===== src/rtl/sync_pkg.sv =====
// Shared definitions for clock-domain synchroniser blocks.
package sync_pkg;

    localparam int SYNC_MIN_STAGES = 2;

    // Width of a counter that must hold values 0..cycles.
    function automatic int sync_cnt_width(input int cycles);
        return (cycles < 1) ? 1 : $clog2(cycles + 1);
    endfunction

endpackage


===== src/rtl/sync_channel.sv =====
// One synchroniser channel: STAGES-deep flop chain, optional stability filter
// (SYNC_GLITCH_FILTER_EN) and registered level with one-cycle edge pulses.
module sync_channel
    import sync_pkg::*;
#(
    parameter int   STAGES        = 2,
    parameter int   FILTER_CYCLES = 4,
    parameter logic INIT_VAL      = 1'b0
) (
    input  logic clk,
    input  logic rst,
    input  logic data_in,
    output logic data_out,
    output logic rise_pulse,
    output logic fall_pulse
);

    if (STAGES < SYNC_MIN_STAGES) begin : g_bad_stages
        $error("sync_channel: STAGES must be at least %0d", SYNC_MIN_STAGES);
    end
    if (FILTER_CYCLES < 1) begin : g_bad_filter
        $error("sync_channel: FILTER_CYCLES must be at least 1");
    end

    (* ASYNC_REG = "TRUE" *) logic [STAGES-1:0] sync_q;
    logic s_last;
    logic load;

    always_ff @(posedge clk or posedge rst) begin
        if (rst) begin
            sync_q <= {STAGES{INIT_VAL}};
        end else begin
            sync_q <= {sync_q[STAGES-2:0], data_in};
        end
    end

    assign s_last = sync_q[STAGES-1];

`ifdef SYNC_GLITCH_FILTER_EN
    localparam int              CW       = sync_cnt_width(FILTER_CYCLES);
    localparam logic [CW-1:0]   CNT_LAST = CW'(FILTER_CYCLES - 1);

    logic [CW-1:0] cnt;

    // The output only moves once s_last has disagreed for FILTER_CYCLES edges.
    always_ff @(posedge clk or posedge rst) begin
        if (rst) begin
            cnt <= '0;
        end else if (s_last != data_out) begin
            cnt <= (cnt == CNT_LAST) ? '0 : cnt + 1'b1;
        end else begin
            cnt <= '0;
        end
    end

    assign load = (s_last != data_out) && (cnt == CNT_LAST);
`else
    assign load = (s_last != data_out);
`endif

    always_ff @(posedge clk or posedge rst) begin
        if (rst) begin
            data_out   <= INIT_VAL;
            rise_pulse <= 1'b0;
            fall_pulse <= 1'b0;
        end else begin
            rise_pulse <= load &  s_last;
            fall_pulse <= load & ~s_last;
            if (load) begin
                data_out <= s_last;
            end
        end
    end

endmodule


===== src/rtl/multi_channel_synchronizer.sv =====
// WIDTH independent 1-bit synchronisers with edge pulses and a change flag.
// Optional stability filter selected by SYNC_GLITCH_FILTER_EN.
module multi_channel_synchronizer
    import sync_pkg::*;
#(
    parameter int               WIDTH         = 4,
    parameter int               STAGES        = 2,
    parameter int               FILTER_CYCLES = 4,
    parameter logic [WIDTH-1:0] INIT_VAL      = '0
) (
    input  logic             clk,
    input  logic             rst,
    input  logic [WIDTH-1:0] data_in,
    output logic [WIDTH-1:0] data_out,
    output logic [WIDTH-1:0] rise_pulse,
    output logic [WIDTH-1:0] fall_pulse,
    output logic             any_change
);

    for (genvar i = 0; i < WIDTH; i++) begin : g_ch
        sync_channel #(
            .STAGES        (STAGES),
            .FILTER_CYCLES (FILTER_CYCLES),
            .INIT_VAL      (INIT_VAL[i])
        ) u_ch (
            .clk        (clk),
            .rst        (rst),
            .data_in    (data_in[i]),
            .data_out   (data_out[i]),
            .rise_pulse (rise_pulse[i]),
            .fall_pulse (fall_pulse[i])
        );
    end

    // Pulses are already registered, so this is aligned with them.
    assign any_change = |(rise_pulse | fall_pulse);

endmodule

===== config.mk =====
export PLATFORM = sky130hd
export DESIGN_NAME = multi_channel_synchronizer
export DESIGN_NICKNAME = d
export VERILOG_FILES = /design/src/rtl/sync_pkg.sv /design/src/rtl/sync_channel.sv /design/src/rtl/multi_channel_synchronizer.sv
export SDC_FILE = /design/constraint.sdc
export NUM_CORES = 1
export LEC_CHECK = 0
export CAP_MARGIN = 20
export CORE_ASPECT_RATIO = 0.9
export CORE_UTILIZATION = 50
export DETAILED_ROUTE_END_ITERATION = 16
export PLACE_DENSITY = 0.86
export RECOVER_POWER = 50
export SLEW_MARGIN = 20
export SYNTH_ARGS = -nofsm -noshare
export SYNTH_HDL_FRONTEND = slang
export SYNTH_SLANG_ARGS = --single-unit

===== constraint.sdc =====
create_clock -name clk -period 2.1 [get_ports clk]
set_input_delay 0.315 -clock clk [delete_from_list [all_inputs] [get_ports clk]]
set_output_delay 0.315 -clock clk [all_outputs]
set_load 0.02 [all_outputs]

## Word level (Yosys, flattened, before mapping)

Cells that the tools add are included.

- Input port bits: 6
- Bits in registers: 20

- Reduce and logical (&&, ||, !) cells: 1
- Eq/ne operators: 4
- Bitwise gates (word level): 13

Operators with widths:

| cell | number |
|---|---|
| 1-bit AND | 8 |
| 1-bit != test | 4 |
| 1-bit NOT | 4 |
| 4-bit OR | 1 |
| 4-bit OR reduction | 1 |

## Depth between registers and ports, before layout

Gate-level depths: netlist of the first run.

- Word-level depth: 2
- Mapped depth: 4
- Depth with buffers taken out: 4

## Hierarchy

From an unflattened synthesis of the first run, not the netlist that was laid out.

- Cells, all modules: 47
- Area total of the unflattened synthesis: 721.9 µm²

By module, submodules not included:

| module | seq. area each (µm²) | instances | area an instance (µm²) | cells an instance |
|---|---|---|---|---|
| sync_channel | 125.1 | 4 | 176.4 | 11 |
| multi_channel_synchronizer | 0.0 | 1 | 16.3 | 3 |

## Worst setup path after synthesis of the first run

OpenSTA, ideal clock, no wires.

- Path kind: reg2out
- From: register g_ch[1].u_ch.fall_pulse
- To: output port any_change
- Data required time: 1785 ps
- Stages on the path, launching flop included: 3
- Data arrival time: 784 ps
- Buffers on the path: 0
- Slack: 1001 ps
- Cell sequence: dfrtp_1 > nor4_1 > nand2_1

- Word-level cells in the longest chain between the ends: 2

RTL lines:

| what | line | RTL |
|---|---|---|
| start: declaration | sync_channel.sv:15 | `output logic fall_pulse` |
| start signal: assignment | sync_channel.sv:68 | `fall_pulse <= load & ~s_last;` |
| 4-bit OR | multi_channel_synchronizer.sv:36 | `assign any_change = \|(rise_pulse \| fall_pulse);` |
| 4-bit OR reduction | multi_channel_synchronizer.sv:36 |  |
| end: declaration | multi_channel_synchronizer.sv:17 | `output logic any_change` |

Every way passes these cells.

## Worst setup path in the final report of the first run

Ends and elaborated chain as after synthesis.

==> summary.txt, run 1 <==
Route
  • First-pass detailed-route iteration total: 9
  • Vias: ~400
  • 1st-iter DRT viols: 4
  • Antenna-violating nets left: 0
  • Vias per cell: about 4.7
  • Routed len/inst: between 10 and 15 µm
  • Post-Route WL: 885 µm
  • Drt drc: 4

Outcome
  • Status: complete, but fails checks
  • Violated checks: DRC

Floorplanning
  • Num rows: 13
  • DIE WIDTH: around 44 µm
  • Core ar.: about 1400 µm²
  • Die Ht: approximately 39 µm
  • IO Pins: 19
  • Die ar.: between 1500 and 2000 µm²
  • Initial Util: between 50% and 60%

Placed design
  • Inst Count DP: 81
  • GP Congestion: between 0.5 and 0.6
  • Pre-CTS setup slack: about 540 ps
  • DP Wirelength: about 680 µm
  • Dpl cell area: 885 µm²
  • Port Buf Inserts: 18

STA
  • Clk_skew: between 4 and 5 ps
  • Final setup fails: 0
  • Setup ws final: 225 ps
  • Setup_tns: 0 ps
  • RSZ-0062 raised after global routing: false
  • Actual slew at the worst max-slew pin: 705 ps
  • Period utilisation layout: about nine tenths
  • Min Tclk post-route: 1880 ps
  • Relative max-transition margin: 53.0%
  • Top achievable clock speed: between 0.5 and 0.6 GHz
  • Final hold vios: 0
  • Max Slew Vio Count: 0

CTS
  • Clock Path Buffers: 2
  • CTS sink cnt: 20
  • TritonCTS clock tree: done
  • Post-CTS Setup Repair Bufs: 0
  • Cts hold-fix bufs: 0
  • Clock Pin Slew Worst Setup and Hold Paths: roughly 100 ps
  • Clk Latency, worst-skew pair: about 290 ps
  • H-tree depth: 1
  • TritonCTS buffer count: 3
  • Root Buffer: clkbuf_4
  • Post_cts resized: 0

Synthesis
  • Syn avg cell area: around 13 µm²
  • Post-Syn Nets: between 70 and 80
  • Post-synthesis cell type count: 7
  • Post-Syn Area: between 700 and 800 µm²
  • Yosys reg bits: 20
  • Sequential share of the synthesized area: between 60% and 70%
  • Number of synthesis warnings: 0
  • Cells after Synth: 60

Worst hold path
  • Hold depth: 0
  • Worst hold start: g_ch[0].u_ch.sync_q[0]
  • Hold endpoint: g_ch[0].u_ch.sync_q[1]
  • Hold crit path type: flip-flop to flip-flop

Power and ir drop
  • Pleak: about 0.46 nW
  • Sw frac: 32.8%
  • Clock share of power: between 10% and 20%
  • Register share of total power: 46.2%
  • Combinational Power Share: between 30% and 40%
  • Tot Pwr: about 1.2 mW
  • VDD IR max: about 0.00064 V
  • Int Power: 0.779 mW
  • Cell area power density: about 1300 nW/µm²
  • Switching pwr: ~0.38 mW

Run
  • Max-cap viol count: 0

Final layout
  • Layout cell share with drive strength beyond 1: 5.71%
  • Layout fillers: 99
  • Final #Nets: 85
  • Final std cells w/o fill: between 80 and 90
  • Layout area overhead: 18.7%
  • Fin area: between 900 and 1000 µm²
  • Inserted Diodes: 0
  • Commonest non-fill, non-tap cell in the layout: dfrtp_1
  • Most frequent cells in the layout: 20 x dfrtp_1, 13 x clkdlybuf4s50_1, 9 x inv_1

Critical path
  • Flop2flop setup slack: around 1100 ps
  • Req. time, crit path: around 1800 ps
  • Reg2Reg Capture Point: g_ch[3].u_ch.data_out
  • Endpoint type of the worst setup path: output port
  • Crit path kind: flip-flop to output port
  • R2R Path Start: g_ch[3].u_ch.sync_q[1]
  • Crit Path Max Fanout: 2
  • R2R depth: 4
  • Critical path arrival: 1560 ps
  • Critical Path Start Type: flip-flop

Global route
  • GR Util All Layers: ~11%
  • Initial antenna violation count: 0
  • Pin count of the biggest net entering global routing: 21
  • Grt ovf: 0
  • Vias in the first global route: about 320
  • First-pass GRT wire length: around 1.2 mm
==> layout make-up <==
type	instances	area, µm²	area share, %
Inverter	9	33.8	3.67
Sequential cell	20	500	54.3
Timing Repair Buffer	18	180	19.6
Multi-Input combinational cell	19	151	16.4
Clock buffer	4	36.3	3.94
Tap cell	15	18.8	2.04
==> sequential cells by signal, summed over array words and instances (netlist names) <==
name,count
g_ch.u_ch.data_out,4
g_ch.u_ch.fall_pulse,4
g_ch.u_ch.rise_pulse,4
g_ch.u_ch.sync_q,8
==> power groups by stage <==
stage | Sequential [mW] | Clock, mW | Combinational (mW)
2_1_floorplan | 0.530 | 0 | 0.331
3_3_place_gp | 0.537 | 0 | 0.402
3_5_place_dp | 0.547 | 0 | 0.422
4_1_cts | 0.538 | 0.225 | 0.423
5_1_grt | 0.550 | 0.242 | 0.450
6_report | 0.536 | 0.212 | 0.411
==> Yosys cell counts (all sizes together) <==
| master | count | share of area [%] |
|---|---|---|
| inv | 9 | 4.4 |
| nand2 | 5 | 2.4 |
| ha | 8 | 13 |
| o21ai | 4 | 2.6 |
| dfrtp | 20 | 65 |
| nor4 | 2 | 1.6 |
| buf | 12 | 12 |
==> metrics by stage <==
| step | utilization (%) | hold slack, ps |
|---|---|---|
| after detailed placement | 61.1 | 336 |
| after global routing | 63.6 | 373 |
| final | 63.6 | 356 |
| after global placement | 61.1 | 333 |
| after CTS | 63.6 | 362 |
| after floorplan | - | 279 |
==> layer usage <==
| layer | part of all wire, % | GRT usage, % | wire length, µm |
|---|---|---|---|
| met1 | 42 | 11.8 | 368 |
| met2 | 53 | 19.3 | 465 |
| met3 | 4.6 | 2.76 | 41 |
| met4 | 1.1 | 9.38 | 10 |
| met5 | 0 | 0 | 0 |
==> how the worst max path moves through the flow <==
stage	from	endpoint	slack (ps)	cells past startpoint
after global routing	g_ch[1].u_ch.fall_pulse	any_change	100	3
after global placement	g_ch[1].u_ch.fall_pulse	any_change	550	3
after detailed placement	g_ch[1].u_ch.fall_pulse	any_change	540	3
after floorplan	g_ch[1].u_ch.fall_pulse	any_change	1000	2
after CTS	g_ch[1].u_ch.fall_pulse	any_change	190	3
final	g_ch[1].u_ch.fall_pulse	any_change	220	3
==> cell families after synthesis <==
kind of cell / synth area share [%]
and+or+nand+nor: 4.03
adders and majority gates: 12.9
DFF: 64.5
buffers and inverters: 16.0
AOI/OAI and AO/OA: 2.58
==> critical path: stages, from the launching register on <==
cell and delay (ps):
dfrtp_1 390, nor4_1 270, nand2_1 80, clkdlybuf4s50_1 540
Power figures use the tool's default switching activity.
==> run 2, diff against run 1 <==
Settings changed: CAP_MARGIN 20 to 15, PLACE_DENSITY 0.86 to 0.78.
==> run 2 against run 1 <==
Compared with the run above:
- the flow still finishes with violations (DRC)
- sequential share of layout area did not move
- hold slack gained 3.1 ps
- die area is the same
- routed wire length decreased by 6.1%
- sequential power is 0.7% lower
- global-route usage up 0.19 points
- sequential cell count unchanged
- register-to-register slack about the same
- critical path type unchanged
- largest cell class unchanged
==> summary.txt, run 2 (synthesis results as in run 1) <==
Outcome
  • Status: complete, but fails checks
  • Violated checks: DRC

Route
  • First-pass detailed-route iteration total: 10
  • Antenna-violating nets left: 0
  • Drt drc: 4
  • Routed len/inst: approximately 9.8 µm
  • Vias: slightly above 400
  • Vias per cell: approximately 4.8
  • Post-Route WL: between 800 and 900 µm
  • 1st-iter DRT viols: 13

STA
  • Setup_tns: 0 ps
  • Min Tclk post-route: roughly 1900 ps
  • RSZ-0062 raised after global routing: false
  • Final setup fails: 0
  • Top achievable clock speed: between 0.5 and 0.6 GHz
  • Max Slew Vio Count: 0
  • Period utilisation layout: a little under 90%
  • Actual slew at the worst max-slew pin: roughly 700 ps
  • Clk_skew: between 5 and 6 ps
  • Final hold vios: 0
  • Relative max-transition margin: between 50% and 60%

CTS
  • CTS sink cnt: 20
  • Clock Pin Slew Worst Setup and Hold Paths: 110 ps
  • Post-CTS Setup Repair Bufs: 0
  • Post_cts resized: 0
  • TritonCTS buffer count: 3
  • Root Buffer: clkbuf_4
  • Clock Path Buffers: 2
  • TritonCTS clock tree: done
  • Cts hold-fix bufs: 0
  • H-tree depth: 1
  • Clk Latency, worst-skew pair: 290 ps

Power and ir drop
  • Pleak: roughly 0.46 nW
  • VDD IR max: roughly 0.00074 V
  • Int Power: around 0.78 mW
  • Sw frac: 32.7%
  • Combinational Power Share: a little over a third
  • Cell area power density: between 1000 and 1500 nW/µm²
  • Switching pwr: roughly 0.38 mW
  • Register share of total power: ~46%
  • Clock share of power: between 10% and 20%

Critical path
  • Crit Path Max Fanout: 2
  • Critical path arrival: 1560 ps
  • R2R depth: 4
  • Flop2flop setup slack: roughly 1100 ps
  • Endpoint type of the worst setup path: output port
  • Crit-path cells: nor4_1 -> nand2_1 -> clkdlybuf4s50_1
  • CP peak stage delay: 540 ps
  • Req. time, crit path: 1780 ps
  • R2R Path Start: g_ch[3].u_ch.sync_q[1]
  • Critical Path Start Type: flip-flop
  • Critical Path End: any_change
  • Crit path kind: flip-flop to output port
  • Worst setup startpoint: g_ch[2].u_ch.fall_pulse
  • Slowest library cell on the worst path: clkdlybuf4s50_1
  • Reg2Reg Capture Point: g_ch[3].u_ch.data_out

Final layout
  • Commonest non-fill, non-tap cell in the layout: dfrtp_1
  • Layout cell share with drive strength beyond 1: 5.71%
  • Layout area overhead: 18.7%
  • Fin area: 921 µm²
  • Layout fillers: 103
  • Most frequent cells in the layout: 20 x dfrtp_1, 13 x clkdlybuf4s50_1, 9 x inv_1
  • Inserted Diodes: 0
  • Final #Nets: 85
  • Biggest register: g_ch.u_ch.sync_q
  • Max FFs per register: 8

Global route
  • Met3 global-route usage: just over 4%
  • Pin count of the biggest net entering global routing: 21
  • Grt peak-use layer: met2
  • Vias in the first global route: between 300 and 400
  • Initial antenna violation count: 0
  • Grt ovf: 0
  • Met2 Use GR: between 20% and 30%
  • First-pass GRT wire length: roughly 1.3 mm
  • GR Util All Layers: a little under an eighth
  • Grt met1 use: about 11%

Placed design
  • Port Buf Inserts: 18
  • Dpl cell area: approximately 880 µm²
  • GP Congestion: around 0.6
  • DP Wirelength: just over 600 µm

Floorplanning
  • Initial Util: between 50% and 60%
  • Num rows: 13
  • IO Pins: 19
  • Core ar.: around 1400 µm²
  • Die Ht: 39.4 µm
  • Die ar.: roughly 1700 µm²
  • DIE WIDTH: 43.5 µm

Worst hold path
  • Hold crit path type: flip-flop to flip-flop

Run
  • Max-cap viol count: 0
run 2: worst min path at each step:
stage	endpoint	depth (start not counted)	start	slack (ps)
2_1_floorplan	g_ch[0].u_ch.data_out	1	rst	280
3_3_place_gp	g_ch[3].u_ch.sync_q[1]	0	g_ch[3].u_ch.sync_q[0]	330
3_5_place_dp	g_ch[3].u_ch.sync_q[1]	0	g_ch[3].u_ch.sync_q[0]	340
4_1_cts	g_ch[1].u_ch.sync_q[1]	0	g_ch[1].u_ch.sync_q[0]	360
5_1_grt	g_ch[0].u_ch.sync_q[1]	0	g_ch[0].u_ch.sync_q[0]	380
6_report	g_ch[0].u_ch.sync_q[1]	0	g_ch[0].u_ch.sync_q[0]	360
run 2: layout make-up:
cell class	instances	area [µm²]	share of cell area, %
multi-input combinational	19	151	16.4
clock buffer	4	36.3	3.94
timing repair buffer	18	180	19.6
tap	15	18.8	2.04
sequential	20	500	54.3
inverter	9	33.8	3.67
run 2: critical path: cells and delay by family, from the launching register on:
| kind | cells | cell delay (ps) |
|---|---|---|
| and+or+nand+nor | 2 | 350 |
| DFF | 1 | 390 |
| buffers and inverters | 1 | 540 |
run 2: metal layers:
metal | share of wire [%] | vias up
met5 | 0 | -
met4 | 0.48 | 0
met3 | 7.3 | 2
met2 | 52 | 18
met1 | 40 | 192
li1 | - | 196
run 2: power by group through the flow:
stage	clock, mW	sequential (mW)	combinational (mW)
global placement	0	0.537	0.402
CTS	0.221	0.535	0.421
floorplan	0	0.530	0.331
finish	0.213	0.532	0.413
global route	0.241	0.544	0.455
detailed placement	0	0.543	0.417
run 2: stage by stage:
step	total power, mW	hold WS (ps)	cells	setup slack, ps	utilization (%)
6_report	1.16	359	85	226	63.6
5_1_grt	1.24	379	85	101	63.6
4_1_cts	1.18	362	85	193	63.6
3_5_place_dp	0.960	337	81	532	61.1
3_3_place_gp	0.940	332	81	552	61.1
2_1_floorplan	0.861	279	60	1000	-
